**config.mk**
```make
export PLATFORM = sky130hd
export DESIGN_NAME = temp_multi_channel_monitor
export DESIGN_NICKNAME = d
export VERILOG_FILES = /design/src/rtl/temp_multi_channel_monitor.sv
export SDC_FILE = /design/constraint.sdc
export NUM_CORES = 1
export LEC_CHECK = 0
export BUFFER_PORTS_ARGS = -buffer_cell sky130_fd_sc_hd__buf_2
export CELL_PAD_IN_SITES_DETAIL_PLACEMENT = 0
export CELL_PAD_IN_SITES_GLOBAL_PLACEMENT = 1
export CORE_ASPECT_RATIO = 1.4
export CORE_UTILIZATION = 52
export DETAILED_ROUTE_END_ITERATION = 12
export PLACE_DENSITY = 0.95
export SYNTH_ARGS = -nofsm -noshare
export SYNTH_HDL_FRONTEND = slang
export SYNTH_SLANG_ARGS = --single-unit
```
**constraint.sdc**
```tcl
create_clock -name clk -period 11.6 [get_ports clk]
set_input_delay 2.32 -clock clk [delete_from_list [all_inputs] [get_ports clk]]
set_output_delay 2.32 -clock clk [all_outputs]
set_load 0.05 [all_outputs]
```
**src/rtl/temp_multi_channel_monitor.sv**
```systemverilog
// Multi-channel temperature monitor: per-channel block averaging, threshold alarms and an
// auto-rotate / hold display selector. Define TEMP_MON_MINMAX_EN to build per-channel min/max tracking.

module temp_multi_channel_monitor #(
    parameter int NUM_CH       = 4,
    parameter int DATA_W       = 8,
    parameter int AVG_LOG2     = 2,
    parameter int DWELL_CYCLES = 25_000_000,
    localparam int CH_W        = (NUM_CH > 1) ? $clog2(NUM_CH) : 1
) (
    input  logic                clk,
    input  logic                rst,
    input  logic                sample_valid,
    input  logic [CH_W-1:0]     sample_ch,
    input  logic [DATA_W-1:0]   sample_data,
    input  logic                mode_btn,
    input  logic                next_btn,
    input  logic [DATA_W-1:0]   hi_thresh,
    input  logic [DATA_W-1:0]   lo_thresh,
    output logic [CH_W-1:0]     disp_ch,
    output logic [DATA_W-1:0]   disp_c,
    output logic [DATA_W+1:0]   disp_f,
    output logic                disp_valid,
    output logic                hold_mode,
    output logic [NUM_CH-1:0]   alarm,
    output logic [DATA_W-1:0]   disp_min,
    output logic [DATA_W-1:0]   disp_max
);

    localparam int ACC_W   = DATA_W + AVG_LOG2;
    localparam int CNT_W   = (AVG_LOG2 > 0) ? AVG_LOG2 : 1;
    localparam int DW_W    = (DWELL_CYCLES > 1) ? $clog2(DWELL_CYCLES) : 1;
    localparam int F_W     = DATA_W + 4;
    localparam int F_OUT_W = DATA_W + 2;

    localparam logic [CNT_W-1:0] CNT_LAST   = CNT_W'((1 << AVG_LOG2) - 1);
    localparam logic [DW_W-1:0]  DWELL_LAST = DW_W'(DWELL_CYCLES - 1);
    localparam logic [CH_W-1:0]  CH_LAST    = CH_W'(NUM_CH - 1);

    typedef enum logic {AUTO, HOLD} state_t;

    // NOTE: reset asserts asynchronously but releases two edges after rst rises, so every
    // downstream flop leaves reset on the same clean edge.
    logic [1:0] rst_pipe;
    logic       rst_n;

    always_ff @(posedge clk or negedge rst) begin
        if (!rst) rst_pipe <= '0;
        else      rst_pipe <= {rst_pipe[0], 1'b1};
    end

    assign rst_n = rst_pipe[1];

    logic [ACC_W-1:0]  acc     [NUM_CH];
    logic [CNT_W-1:0]  cnt     [NUM_CH];
    logic [DATA_W-1:0] avg     [NUM_CH];
    logic [ACC_W-1:0]  sum     [NUM_CH];
    logic [DATA_W-1:0] new_avg [NUM_CH];
    logic [NUM_CH-1:0] avg_ok;
    logic [NUM_CH-1:0] hit;
    logic [NUM_CH-1:0] last;
    logic              ch_ok;

    generate
        if (NUM_CH == (1 << CH_W)) begin : g_ch_full
            assign ch_ok = 1'b1;
        end else begin : g_ch_part
            assign ch_ok = (sample_ch < CH_W'(NUM_CH));
        end
    endgenerate

    // NOTE: every always_comb output is assigned on every pass, so no latch can be inferred.
    always_comb begin
        for (int i = 0; i < NUM_CH; i++) begin
            hit[i]     = sample_valid && ch_ok && (sample_ch == CH_W'(i));
            last[i]    = (cnt[i] == CNT_LAST);
            sum[i]     = acc[i] + ACC_W'(sample_data);
            new_avg[i] = DATA_W'(sum[i] >> AVG_LOG2);
        end
    end

    // NOTE: the per-channel arrays are real registers, not RAM, so each entry is reset explicitly.
    always_ff @(posedge clk or negedge rst_n) begin
        if (!rst_n) begin
            for (int i = 0; i < NUM_CH; i++) begin
                acc[i] <= '0;
                cnt[i] <= '0;
                avg[i] <= '0;
            end
            avg_ok <= '0;
            alarm  <= '0;
        end else begin
            for (int i = 0; i < NUM_CH; i++) begin
                if (hit[i]) begin
                    if (last[i]) begin
                        acc[i]    <= '0;
                        cnt[i]    <= '0;
                        avg[i]    <= new_avg[i];
                        avg_ok[i] <= 1'b1;
                        if (new_avg[i] > hi_thresh)      alarm[i] <= 1'b1;
                        else if (new_avg[i] < lo_thresh) alarm[i] <= 1'b0;
                    end else begin
                        acc[i] <= sum[i];
                        cnt[i] <= cnt[i] + CNT_W'(1);
                    end
                end
            end
        end
    end

    state_t            state, state_nx;
    logic [CH_W-1:0]   disp_ch_nx;
    logic [DW_W-1:0]   dwell, dwell_nx;

    function automatic logic [CH_W-1:0] ch_inc(input logic [CH_W-1:0] ch);
        return (ch == CH_LAST) ? '0 : ch + CH_W'(1);
    endfunction

    // mode_btn has priority; the channel never moves on the cycle the mode toggles.
    always_comb begin
        state_nx   = state;
        disp_ch_nx = disp_ch;
        dwell_nx   = dwell;
        case (state)
            AUTO: begin
                if (mode_btn) begin
                    state_nx = HOLD;
                end else if (dwell == DWELL_LAST) begin
                    dwell_nx   = '0;
                    disp_ch_nx = ch_inc(disp_ch);
                end else begin
                    dwell_nx = dwell + DW_W'(1);
                end
            end
            HOLD: begin
                if (mode_btn) begin
                    state_nx = AUTO;
                    dwell_nx = '0;
                end else if (next_btn) begin
                    disp_ch_nx = ch_inc(disp_ch);
                end
            end
            default: state_nx = AUTO;
        endcase
    end

    always_ff @(posedge clk or negedge rst_n) begin
        if (!rst_n) begin
            state   <= AUTO;
            disp_ch <= '0;
            dwell   <= '0;
        end else begin
            state   <= state_nx;
            disp_ch <= disp_ch_nx;
            dwell   <= dwell_nx;
        end
    end

    assign hold_mode = (state == HOLD);

    // Display registers sample the currently selected channel every cycle.
    always_ff @(posedge clk or negedge rst_n) begin
        if (!rst_n) begin
            disp_c     <= '0;
            disp_f     <= '0;
            disp_valid <= 1'b0;
        end else begin
            disp_c     <= avg[disp_ch];
            disp_f     <= F_OUT_W'((F_W'(avg[disp_ch]) * F_W'(9)) / F_W'(5) + F_W'(32));
            disp_valid <= avg_ok[disp_ch];
        end
    end

`ifdef TEMP_MON_MINMAX_EN
    logic [DATA_W-1:0] ch_min [NUM_CH];
    logic [DATA_W-1:0] ch_max [NUM_CH];

    // The first commit of a channel (avg_ok still clear) loads both extremes.
    always_ff @(posedge clk or negedge rst_n) begin
        if (!rst_n) begin
            for (int i = 0; i < NUM_CH; i++) begin
                ch_min[i] <= '0;
                ch_max[i] <= '0;
            end
        end else begin
            for (int i = 0; i < NUM_CH; i++) begin
                if (hit[i] && last[i]) begin
                    if (!avg_ok[i] || (new_avg[i] < ch_min[i])) ch_min[i] <= new_avg[i];
                    if (!avg_ok[i] || (new_avg[i] > ch_max[i])) ch_max[i] <= new_avg[i];
                end
            end
        end
    end

    always_ff @(posedge clk or negedge rst_n) begin
        if (!rst_n) begin
            disp_min <= '0;
            disp_max <= '0;
        end else begin
            disp_min <= ch_min[disp_ch];
            disp_max <= ch_max[disp_ch];
        end
    end
`else
    assign disp_min = '0;
    assign disp_max = '0;
`endif

endmodule

```
# ---- Yosys cells after proc, flatten, opt, wreduce, memory -nomap -nowiden
# Cells that the tools add are included.
# Widths: inputs -> output; s select.
dict set report word_totals {
  register_bits 137
  inputBits 31
  out_inout_bits 42
  elab_cells 119
}
dict set report op_classes {
  addsub 11
  n_mul 1
  div_mod_pow 1
  order_cmp 10
  n_eq_ne 14
  n_mux 34
  bitwise_logic 2
  reduce_logical 19
}
# cell n
set op_table {}
lappend op_table {{$mux 25} 3}
lappend op_table {{$pmux 25 s2} 1}
lappend op_table {{$add 10x8->10} 4}
lappend op_table {{$mux 10} 4}
lappend op_table {{$gt 8x8->1} 4}
lappend op_table {{$lt 8x8->1} 4}
lappend op_table {{$add 25x1->25 const B} 1}
lappend op_table {{$eq 25x25->1 const B} 1}
lappend op_table {{$mux 2} 9}
lappend op_table {{$bmux 8 s2} 1}
lappend op_table {{$mux 8} 2}
lappend op_table {{$eq 2x2->1 const B} 7}
lappend op_table {{$div 12x3->12 const B} 1}
lappend op_table {{$mul 8x4->12 const B} 1}
lappend op_table {{$reduce_and 3->1} 4}
lappend op_table {{$mux 1} 11}
lappend op_table {{$add 10x6->10 const B} 1}
lappend op_table {{$add 2x1->2 const B} 5}
lappend op_table {{$ne 2x2->1 const B} 5}
lappend op_table {{$reduce_and 2->1} 5}
lappend op_table {{$reduce_bool 2->1} 4}
lappend op_table {{$logic_and 1x1->1} 4}
lappend op_table {{$pmux 2 s2} 1}
lappend op_table {{$reduce_and 4->1} 1}
lappend op_table {{other kinds (8)} 8}

# ---- Longest topological paths before layout
dict set report depth {
  ltp_word 7
  mapped_depth 23
  mapped_depth_nobuf 18
}

# ---- Worst setup path after synthesis
# OpenSTA, ideal clock, no wires.
dict set report synth_timing {
  kind {reg2reg}
  start {reg disp_ch[0]}
  end {reg disp_f[0]}
  setup_time_ns 0.132
  arrival_time_ns 6.034
  required_time_ns 11.468
  path_slack_ns 5.434
  stages_incl_launch_ff 21
  path_buffers 4
  period_less_slack_ns 6.166
  cell_sequence {dfrtp_1 buf_6 mux4_1 clkbuf_1 ha_1 fa_1 clkbuf_1 a211oi_2 nor4b_1 o41ai_1 o41ai_2 buf_6 xnor2_1 a221oi_1 a31oi_1 and4_4 or4_4 or4_4 a211oi_2 o21a_1 o211ai_1}
}
dict set report synth_via {
  elab_chain_len 7
}
# item line
set synth_lines {}
lappend synth_lines {{from (decl)} 20} ;# output logic [CH_W-1:0] disp_ch,
lappend synth_lines {{from (signal assigned)} 154} ;# disp_ch <= disp_ch_nx;
lappend synth_lines {{$not 2->3 (not written as such)} 169} ;# disp_f <= F_OUT_W'((F_W'(avg[disp_ch]) * F_W'(9)) / F_W'(5) + F_W'(32));
lappend synth_lines {{$bmux 8 s2} 169}
lappend synth_lines {{$mux 8 (not written as such) (2 in series)} 169}
lappend synth_lines {{$mul 8x4->12} 169}
lappend synth_lines {{$div 12x3->12} 169}
lappend synth_lines {{$add 10x6->10} 169}
lappend synth_lines {{to (signal assigned)} 169}
lappend synth_lines {{to (decl)} 22} ;# output logic [DATA_W+1:0] disp_f,
# Every way passes these cells. The select of a mux whose other input is x is not followed.
# A chain may end at the register's enable or synchronous reset.

# ---- Worst setup path after layout
# Ends and elaborated chain as after synthesis.

==> flow_metrics.py <==
metrics = {
    "placement": {
        "dp_hpwl_microns": 16580,
        "placed_cells": 1232,
        "io_buffers": 56,
        "place.gp.congestion": 0.8932,
    },
    "synthesis": {
        "synth_ff_type": "dfrtp_1",
        "ys_warn_count": 0,
        "syn_area_per_cell_sq_um": 9.900,
        "ys_ff_latch": 137,
        "synthesis.area_sq_um": 9583,
        "syn_inst": 968,
        "async_reset_ff_frac": 1.000,
        "synth.distinct_cells": 82,
        "synth_edf_count": 0,
        "seq_area_frac_synth": 0.3577,
    },
    "routing": {
        "wl_per_cell_microns": 17.82,
        "drtPass1Iterations": 6,
        "drtIter0Drc": 539,
        "num_vias": 7496,
        "drc_errors": 0,
        "wl_microns": 22520,
        "drt.antenna.violating_nets": 0,
        "vias_per_cell": 5.930,
    },
    "clocking": {
        "cts_resized": 0,
        "clkTransAtPathRegs_ns": 0.06,
        "insertion_delay_ns": 0.43,
        "cts_root_buffer": "clkbuf_16",
        "cts_sinks": 137,
        "cts-root-to-sink-buffers": 2,
        "holdBufCountCts": 0,
        "postCtsSetupRepairBufs": 0,
        "cts_tree": "yes",
        "cts-htree-levels": 4,
        "cts_buffers": 17,
    },
    "min_path": {
        "hp-class": "flop to flop",
    },
    "floorplan": {
        "start_util": 0.5325,
        "dieArea_sq_um": 18980,
        "die_h_microns": 162.6,
        "rows": 58,
        "ios": 73,
        "coreArea_sq_um": 18000,
        "fp.dieW_microns": 116.7,
    },
    "grt": {
        "grt_max_degree": 78,
        "grt.overflow.total": 0,
        "antenna_found_initial": 0,
        "grt_use_total": 0.2541,
        "grt_pass1_vias": 7520,
        "grt_pass1_wl_microns": 36740,
    },
    "final_layout": {
        "layout-drive-gt1-share": 0.1416,
        "antenna_cells": 0,
        "nFillCells": 1596,
        "instances_no_fill": 1264,
        "utilization": 0.5879,
        "fin_nets": 1158,
        "area_delta_synth_final_pct": 10.41,
    },
    "worst_setup_path": {
        "required_ns": 11.95,
        "crit_path_start_kind": "flop",
        "cp_slowest_stage_delay_ns": 0.89,
        "crit_arrival_ns": 7.39,
        "worstPathCellList": "mux4_1 -> ha_1 -> fa_1 -> a21o_1 -> a21oi_2 -> a21oi_1 -> o41ai_2 -> mux2_2 -> o21ai_1 -> o32a_1 -> and4_4 -> or4_4 -> nor2_1 -> xnor2_1 -> o32ai_1 -> o21a_1 -> o211ai_1",
        "end_kind": "flop",
        "critical_path_class": "flop to flop",
        "cp_max_fo": 16,
        "critical_path.slowest_cell": "mux4_1",
    },
    "flow_run": {
        "cap_violations": 0,
    },
    "sta": {
        "setup_violations": 0,
        "fin_skew_ns": 0.01108,
        "period_minus_slack_ns": 7.037,
        "max_freq_mhz": 142.1,
        "grt_setup_unrepaired": "false",
        "hold_violations": 0,
        "worstMarginPinSlew_ns": 1.020,
        "finalCritPeriodShare": 0.6066,
        "fin_setup_tns_ns": 0,
        "holdWs_ns": 0.3510,
        "slew_violations": 0,
        "maxSlewHeadroom": 0.3200,
    },
    "run_status": {
        "status": "finished clean",
    },
}
[per-layer routing]
metal  routed length (microns)  GRT usage
met5                         0          0
met4                      1260     0.1577
met1                      9075     0.2919
met3                       753    0.04057
met2                     11430     0.4363
[state kept, by name (all words and copies together), names as in the netlist]
register / flops
rst_pipe: 2
avg: 32
cnt: 8
hold_mode: 1
alarm: 4
disp_c: 8
dwell: 25
disp_valid: 1
disp_ch: 2
disp_f: 10
acc: 40
avg_ok: 4
[worst max-delay path: cells and delay by family, from the launching register on]
kind	cells	cell delay (ns)
AOI/OAI and AO/OA	9	2.46
xor gates and xnor gates	1	0.22
adders and majority gates	2	1.00
DFF	1	0.72
muxes	2	1.18
and+or+nand+nor	3	1.37
[worst paths after layout]
path,slack [ns],start,cells past startpoint,to
worst max-delay path,4.56,disp_ch[0]$_DFFE_PN0P_,17,disp_f[0]$_DFF_PN0_
worst min-delay path,0.35,rst_pipe[0]$_DFF_PN0_,0,rst_pipe[1]$_DFF_PN0_
worst max register to register,4.56,disp_ch[0]$_DFFE_PN0P_,17,disp_f[0]$_DFF_PN0_
worst min register to register,0.35,rst_pipe[0]$_DFF_PN0_,0,rst_pipe[1]$_DFF_PN0_
max in group asynchronous,9.67,rst_pipe[1]$_DFF_PN0_,1,acc[33]$_DFFE_PN0P_
min in group asynchronous,0.40,rst_pipe[1]$_DFF_PN0_,0,acc[17]$_DFFE_PN0P_
[cells in the final DEF (no fill, tap or decap), types with 18 or more instances in the layout]
| cell | n |
|---|---|
| xnor2_1 | 43 |
| a21oi_1 | 57 |
| o21ai_0 | 62 |
| nor2_1 | 45 |
| o21bai_1 | 18 |
| mux2_2 | 31 |
| a22o_1 | 31 |
| ha_1 | 111 |
| nand2_1 | 69 |
| dfrtp_1 | 136 |
| nor2b_1 | 24 |
| nand3_1 | 22 |
| a21o_1 | 19 |
| nand2b_1 | 27 |
| buf_2 | 56 |
| inv_1 | 46 |
[layout make-up]
| type | instances | area, sq um | share of cell area |
|---|---|---|---|
| clock buffer | 20 | 446.7 | 0.04222 |
| clock inverter | 12 | 173.9 | 0.01644 |
| inverter | 48 | 180.2 | 0.01703 |
| multi-input combinational | 749 | 5752 | 0.5436 |
| sequential | 137 | 3432 | 0.3244 |
| tap | 240 | 300.3 | 0.02838 |
| timing repair buffer | 58 | 295.3 | 0.02791 |
[metrics by stage]
step	setup slack, ns	instance area (sq um)
floorplan	5.434	9639
global placement	4.700	9960
detailed placement	4.612	9960
CTS	4.611	10580
global route	4.043	10580
finish	4.563	10580
[logic make-up (layout without fill, tap and decap cells)]
family,count (synthesis),after routing,share of synthesized area
xor gates and xnor gates,54,54,0.04935
buffers and inverters,97,138,0.04792
and+or+nand+nor,255,255,0.1384
adders and majority gates,118,118,0.1575
DFF,137,137,0.3577
other,2,17,0.0007837
muxes,43,43,0.06228
AOI/OAI and AO/OA,262,262,0.1861
[cells in the mapped netlist (17+ instances only)]
master | instances | area (sq um)
a21o_1 | 19 | 142.6
a21oi_1 | 57 | 285.3
a22o_1 | 31 | 271.5
buf_4 | 17 | 127.6
clkbuf_1 | 23 | 86.33
dfrtp_1 | 137 | 3428
ha_1 | 111 | 1389
inv_1 | 46 | 172.7
mux2_2 | 31 | 349.1
nand2_1 | 69 | 259.0
nand2b_1 | 27 | 168.9
nand3_1 | 22 | 110.1
nor2_1 | 45 | 168.9
nor2b_1 | 24 | 150.1
o21ai_0 | 62 | 310.3
o21bai_1 | 18 | 135.1
xnor2_1 | 43 | 376.6
Power is left out: the tool's default activity adds up to more than one toggle a clock period on the data nets, which glitch-free logic cannot reach.
